File: config.mk
export PLATFORM = sky130hd
export DESIGN_NAME = ifu
export DESIGN_NICKNAME = d
export VERILOG_FILES = /design/src/rtl/ifu_pkg.sv /design/src/rtl/ifu_npc.sv /design/src/rtl/ifu.sv
export SDC_FILE = /design/constraint.sdc
export NUM_CORES = 1
export LEC_CHECK = 0
export ABC_CLOCK_PERIOD_IN_PS = 11300
export BUFFER_PORTS_ARGS = -buffer_cell sky130_fd_sc_hd__buf_2
export CAP_MARGIN = 20
export CORE_MARGIN = 5
export CORE_UTILIZATION = 25
export CTS_CLUSTER_DIAMETER = 80
export DETAILED_ROUTE_END_ITERATION = 10
export PLACE_DENSITY_LB_ADDON = 0.2
export SYNTH_ARGS = -nofsm -noshare
export SYNTH_HDL_FRONTEND = slang
export SYNTH_HIERARCHICAL = 1
export SYNTH_SLANG_ARGS = --single-unit
File: constraint.sdc
create_clock -name clk_i -period 11.3 [get_ports clk_i]
set_clock_uncertainty 0.15 [all_clocks]
set_input_delay 0 -clock clk_i [delete_from_list [all_inputs] [get_ports clk_i]]
set_output_delay 0 -clock clk_i [all_outputs]
set_load 0.005 [all_outputs]
File: src/rtl/ifu_pkg.sv
// Shared fetch-stage definitions: bus types, reset PC, NOP encoding and the
// IFU state codes used by ifu and ifu_npc.
package ifu_pkg;

  localparam int XLEN = 64;

  typedef logic [XLEN-1:0] ysyx_23060251_reg_bus;
  typedef logic [31:0]     ysyx_23060251_inst_bus;

  localparam ysyx_23060251_reg_bus  ysyx_23060251_reset_pc = 64'h8000_0000;
  localparam ysyx_23060251_inst_bus ysyx_23060251_nop      = 32'h0000_0013;

  localparam logic [1:0] S_REQ   = 2'd0;
  localparam logic [1:0] S_WAIT  = 2'd1;
  localparam logic [1:0] S_HOLD  = 2'd2;
  localparam logic [1:0] S_FLUSH = 2'd3;

  // Instructions are 4-byte aligned; any low address bit set is a fetch fault.
  function automatic logic is_misaligned(input ysyx_23060251_reg_bus addr);
    return |addr[1:0];
  endfunction

endpackage

File: src/rtl/ifu_npc.sv
// Next-PC selection for the fetch stage: redirect first, then sequential
// advance after an instruction is consumed, otherwise hold.
module ifu_npc
  import ifu_pkg::*;
(
  input  ysyx_23060251_reg_bus pc_i,
  input  logic                 redirect_valid_i,
  input  ysyx_23060251_reg_bus redirect_pc_i,
  input  logic                 advance_i,
  output ysyx_23060251_reg_bus npc_o,
  output logic                 redirect_misaligned_o,
  output logic                 pc_misaligned_o
);

  always_comb begin
    npc_o = pc_i;
    if (redirect_valid_i) begin
      npc_o = redirect_pc_i;
    end else if (advance_i) begin
      npc_o = pc_i + XLEN'(4);
    end
  end

  assign redirect_misaligned_o = redirect_valid_i & is_misaligned(redirect_pc_i);
  assign pc_misaligned_o       = is_misaligned(pc_i);

endmodule

File: src/rtl/ifu.sv
// Instruction fetch stage: owns the PC, issues one imem request at a time and
// hands each fetched instruction to decode over a valid/ready handshake.
module ifu
  import ifu_pkg::*;
#(
  parameter ysyx_23060251_reg_bus RESET_PC = ysyx_23060251_reset_pc
) (
  input  logic                  clk_i,
  input  logic                  rst_i,
  input  logic                  redirect_valid_i,
  input  ysyx_23060251_reg_bus  redirect_pc_i,
  output logic                  imem_req_valid_o,
  output ysyx_23060251_reg_bus  imem_req_addr_o,
  input  logic                  imem_req_ready_i,
  input  logic                  imem_rsp_valid_i,
  input  ysyx_23060251_inst_bus imem_rsp_inst_i,
  input  logic                  imem_rsp_err_i,
  output logic                  inst_valid_o,
  input  logic                  inst_ready_i,
  output ysyx_23060251_inst_bus inst_o,
  output ysyx_23060251_reg_bus  pc_o,
  output logic                  fetch_err_o
);

  logic [1:0]            state_q, state_d;
  ysyx_23060251_reg_bus  pc_q, pc_d;
  ysyx_23060251_inst_bus inst_q, inst_d;
  ysyx_23060251_reg_bus  pc_out_q, pc_out_d;
  logic                  err_q, err_d;

  logic                  handshake;
  logic                  redirect_misaligned;
  logic                  pc_misaligned;
  logic                  load_rsp;
  logic                  load_fault;
  ysyx_23060251_reg_bus  fault_pc;

  ifu_npc u_npc (
    .pc_i                  (pc_q),
    .redirect_valid_i      (redirect_valid_i),
    .redirect_pc_i         (redirect_pc_i),
    .advance_i             (handshake),
    .npc_o                 (pc_d),
    .redirect_misaligned_o (redirect_misaligned),
    .pc_misaligned_o       (pc_misaligned)
  );

  // A misaligned PC never reaches memory; it is turned into a fault locally.
  assign imem_req_valid_o = ~rst_i & (state_q == S_REQ) & ~redirect_valid_i & ~pc_misaligned;
  assign imem_req_addr_o  = pc_q;
  assign inst_valid_o     = (state_q == S_HOLD);
  assign handshake        = inst_valid_o & inst_ready_i;

  assign inst_o      = inst_q;
  assign pc_o        = pc_out_q;
  assign fetch_err_o = err_q;

  always_comb begin
    state_d    = state_q;
    load_rsp   = 1'b0;
    load_fault = 1'b0;
    fault_pc   = pc_q;
    case (state_q)
      S_REQ: begin
        if (redirect_valid_i) begin
          if (redirect_misaligned) begin
            load_fault = 1'b1;
            fault_pc   = redirect_pc_i;
            state_d    = S_HOLD;
          end
        end else if (pc_misaligned) begin
          load_fault = 1'b1;
          state_d    = S_HOLD;
        end else if (imem_req_ready_i) begin
          state_d = S_WAIT;
        end
      end
      S_WAIT: begin
        // A redirect makes the outstanding response stale; drain it if it is
        // not arriving right now.
        if (redirect_valid_i) begin
          state_d = imem_rsp_valid_i ? S_REQ : S_FLUSH;
        end else if (imem_rsp_valid_i) begin
          load_rsp = 1'b1;
          state_d  = S_HOLD;
        end
      end
      S_HOLD: begin
        if (redirect_valid_i) begin
          if (redirect_misaligned) begin
            load_fault = 1'b1;
            fault_pc   = redirect_pc_i;
            state_d    = S_HOLD;
          end else begin
            state_d = S_REQ;
          end
        end else if (inst_ready_i) begin
          state_d = S_REQ;
        end
      end
      S_FLUSH: begin
        if (imem_rsp_valid_i) begin
          state_d = S_REQ;
        end
      end
      default: state_d = S_REQ;
    endcase
  end

  always_comb begin
    inst_d   = inst_q;
    pc_out_d = pc_out_q;
    err_d    = err_q;
    if (load_rsp) begin
      inst_d   = imem_rsp_err_i ? ysyx_23060251_nop : imem_rsp_inst_i;
      err_d    = imem_rsp_err_i;
      pc_out_d = pc_q;
    end else if (load_fault) begin
      inst_d   = ysyx_23060251_nop;
      err_d    = 1'b1;
      pc_out_d = fault_pc;
    end
  end

  always_ff @(posedge clk_i or posedge rst_i) begin
    if (rst_i) begin
      state_q  <= S_REQ;
      pc_q     <= RESET_PC;
      inst_q   <= '0;
      pc_out_q <= '0;
      err_q    <= 1'b0;
    end else begin
      state_q  <= state_d;
      pc_q     <= pc_d;
      inst_q   <= inst_d;
      pc_out_q <= pc_out_d;
      err_q    <= err_d;
    end
  end

  // Responses are only legal while a request is outstanding.
  assert property (@(posedge clk_i) disable iff (rst_i)
    imem_rsp_valid_i |-> (state_q == S_WAIT || state_q == S_FLUSH));

endmodule

==> impl_metrics.py <==
metrics = {
    "placement": {
        "dp_hpwl_um": 18200,
        "placement.io_buffers": 265,
        "post-place-ws_ns": 7.34,
        "globalplace.congestion": 0.716,
    },
    "worst_setup_path": {
        "startpoint_type": "register",
        "critical_path_buf_inv_count": 0,
        "path_class": "register to register",
        "cp_cell_sequence": "nor2b_1 -> and2_1 -> nand3_1 -> nor3_1 -> nand4_1 -> or3_1 -> o311ai_0",
        "max_stage_delay_ns": 0.71,
        "cp_max_fo": 17,
        "rrSetupSlack_ns": 7.64,
        "critPathSlowestCell": "nand4_1",
        "arrival_ns": 3.81,
        "required_ns": 11.45,
        "startpoint": "state_q[0]",
        "worstReg2RegEnd": "imem_req_addr_o[58]",
        "end_kind": "register",
        "ff2ff_path_depth": 7,
        "crit_family": "simple AND/OR/NAND/NOR gates",
        "r2r-start": "state_q[0]",
    },
    "yosys": {
        "ys_dominant_reg_cell": "dfrtp_1",
        "ys_seq_elements": 163,
        "yosys_warnings": 6,
        "syn_area_sq_mm": 0.00835,
        "synth.largest_area_cell": "dfrtp_1",
        "synth_top_area_share_pct": 48.5,
        "async_reset_ff_share_pct": 100,
        "synth_nets": 842,
        "avgSynthCellArea_sq_um": 11.3,
        "postSynthCellCount": 738,
        "ys_types": 55,
        "synth_edf_count": 0,
        "synth_area_leaders": "dfrtp_1, mux2_2, nand2_1",
        "yosysSeqAreaShare_pct": 48.8,
    },
    "floorplan": {
        "core_area_sq_mm": 0.0333,
        "ios": 266,
        "dieArea_sq_mm": 0.0372,
        "initial_core_util_pct": 25.1,
        "fp.dieW_um": 193,
        "die_y_um": 193,
        "rows": 67,
    },
    "detailed_routing": {
        "wl_met2_um": 13600,
        "vias": 7393,
        "wl_met1_um": 12300,
        "drc": 0,
        "dr.pass1.iters": 4,
        "finalWirelength_um": 27500,
        "ant_nets": 0,
        "drt_first_iter_violations": 220,
        "post_drt_wl_per_cell_um": 17.0,
        "wl_met3_um": 1180,
        "vias_per_cell": 4.59,
        "top_layer": "met4",
    },
    "global_route": {
        "grt_start_max_net_pins": 102,
        "grt-ovfl-total": 0,
        "antenna_found_initial": 0,
        "grt_first_pass_wirelength_um": 42500,
        "groute.usage.overall_pct": 14.7,
        "grt_pass1_vias": 7572,
    },
    "clocking": {
        "cts_tree": "built",
        "root_buffer": "clkbuf_16",
        "cts_buffer_depth": 2,
        "cts_buffers": 17,
        "cts.sinks": 163,
        "ctsResizeCount": 0,
        "path_clk_slew_ns": 0.07,
        "cts.htree.levels": 4,
        "clock_latency_ns": 0.44,
    },
    "run_status": {
        "outcome": "completed",
    },
    "timing": {
        "setup_slack_ns": 7.64,
        "slew_headroom_pct": 33.4,
        "max_freq_mhz": 273,
        "hold_violations": 0,
        "setup_viol_count_final": 0,
        "finalCritPeriodShare_pct": 32.4,
        "min_period_ns": 3.66,
        "worst_slew_pin_slew_ns": 0.997,
        "finalSetupTns_ns": 0,
        "rsz0062_at_grt": "false",
        "report.final.slew_viol_count": 0,
    },
    "finish": {
        "num_antenna_cells": 0,
        "fin_util_pct": 37.3,
        "final_common_cell": "buf_2",
        "multi_input_comb_area_sq_mm": 0.00393,
        "fillers": 3403,
        "area_delta_synth_final_pct": 48.7,
        "drive_gt1_share_pct": 38.4,
        "mostFrequentLayoutCells": "buf_2, dlygate4sd3_1, dfrtp_1",
        "final_nets": 1255,
        "seqCellArea_sq_mm": 0.00408,
    },
    "hold_path": {
        "holdPathStages": 3,
        "worstHoldStart": "redirect_valid_i",
        "min_to": "state_q[1]",
        "holdCritPathClass": "primary input to register",
    },
    "power_and_ir_drop": {
        "power_density_mw_per_mm2": 148,
        "leakagePower_uw": 0.00549,
        "irDropWorstVdd_uv": 97.0,
    },
    "flow_run": {
        "drv_cap": 0,
    },
}
-- flip-flops by register name, indices dropped and copies added (netlist names) --
| register | cells |
|---|---|
| imem_req_addr_o | 64 |
| pc_o | 64 |
| inst_o | 32 |
| state_q | 2 |
| fetch_err_o | 1 |
-- tightest hold or removal path: stages --
cell and delay, ns:
buf_4 0.35, o31a_1 0.20, mux2i_1 0.06
-- layer usage --
layer | vias up | GRT usage [%]
li1 | 3538 | -
met1 | 3656 | 19.0
met2 | 178 | 24.6
met3 | 21 | 3.46
met4 | 0 | 4.00
met5 | - | 0
-- final cells by class --
class / instances / area share, %
Multi-Input combinational cell: 518 / 31.7
Timing Repair Buffer: 442 / 25.3
Sequential cell: 163 / 32.8
Tap cell: 448 / 4.51
Clock inverter: 15 / 1.93
Inverter: 9 / 0.312
Clock buffer: 17 / 3.42
-- Yosys cell counts (all sizes together) (2+ instances only) --
library cell	number
nand3	28
a22oi	2
clkbuf	21
or4	17
nor3	6
dfrtp	162
or2	4
nand4b	3
o311ai	3
o21ai	47
nand2	73
and3	8
mux2i	5
nor2	25
o22a	3
and2	3
nand3b	2
nor2b	5
or3	5
nor4	19
xnor2	26
a211o	2
mux2	132
a22o	31
buf	26
and4	7
xor2	18
o31ai	7
nand4	19
a31oi	12
inv	9
-- report_power, final --
part	switching (uW)	internal (uW)	total, uW	leakage, uW
clock network	273	400	674	0.000325
logic	169	234	404	0.00318
registers	75.9	682	758	0.00198
-- cells by family after synthesis --
kind of cell	after synthesis	share of synthesized area, %
AND/OR/NAND/NOR	225	14.7
flip-flops	163	48.8
multiplexers	137	18.4
AO/OA/AOI/OAI	111	9.20
buffers and inverters	57	4.10
XOR/XNOR	44	4.61
adder cells (fa/ha/maj)	1	0.150
-- how the worst max path moves through the flow --
stage                     endpoint  slack, ns  cells after the start
2_1_floorplan          fetch_err_o       6.75                      1
3_3_place_gp            inst_o[22]       7.42                      7
3_5_place_dp             inst_o[3]       7.34                      7
4_1_cts                  inst_o[3]       7.28                      8
5_1_grt        imem_req_addr_o[58]       7.36                      7
6_report       imem_req_addr_o[58]       7.64                      7
-- metrics by stage --
stage / total power [uW] / area (sq um) / instances / hold slack (ns)
floorplan: 958 / 8350 / 738 / -0.116
global placement: 1130 / 9970 / 1407 / 0.0603
detailed placement: 1130 / 10000 / 1408 / 0.0684
CTS: 1870 / 12400 / 1609 / 0.0714
global route: 1950 / 12400 / 1612 / 0.128
finish: 1840 / 12400 / 1612 / 0.0784
-- what timing repair did --
item	CTS	global route
hold endpoints to repair	262	12
buffers inserted	0	0
hold buffers	169	1
No activity file was read; power rests on OpenSTA's default activity.
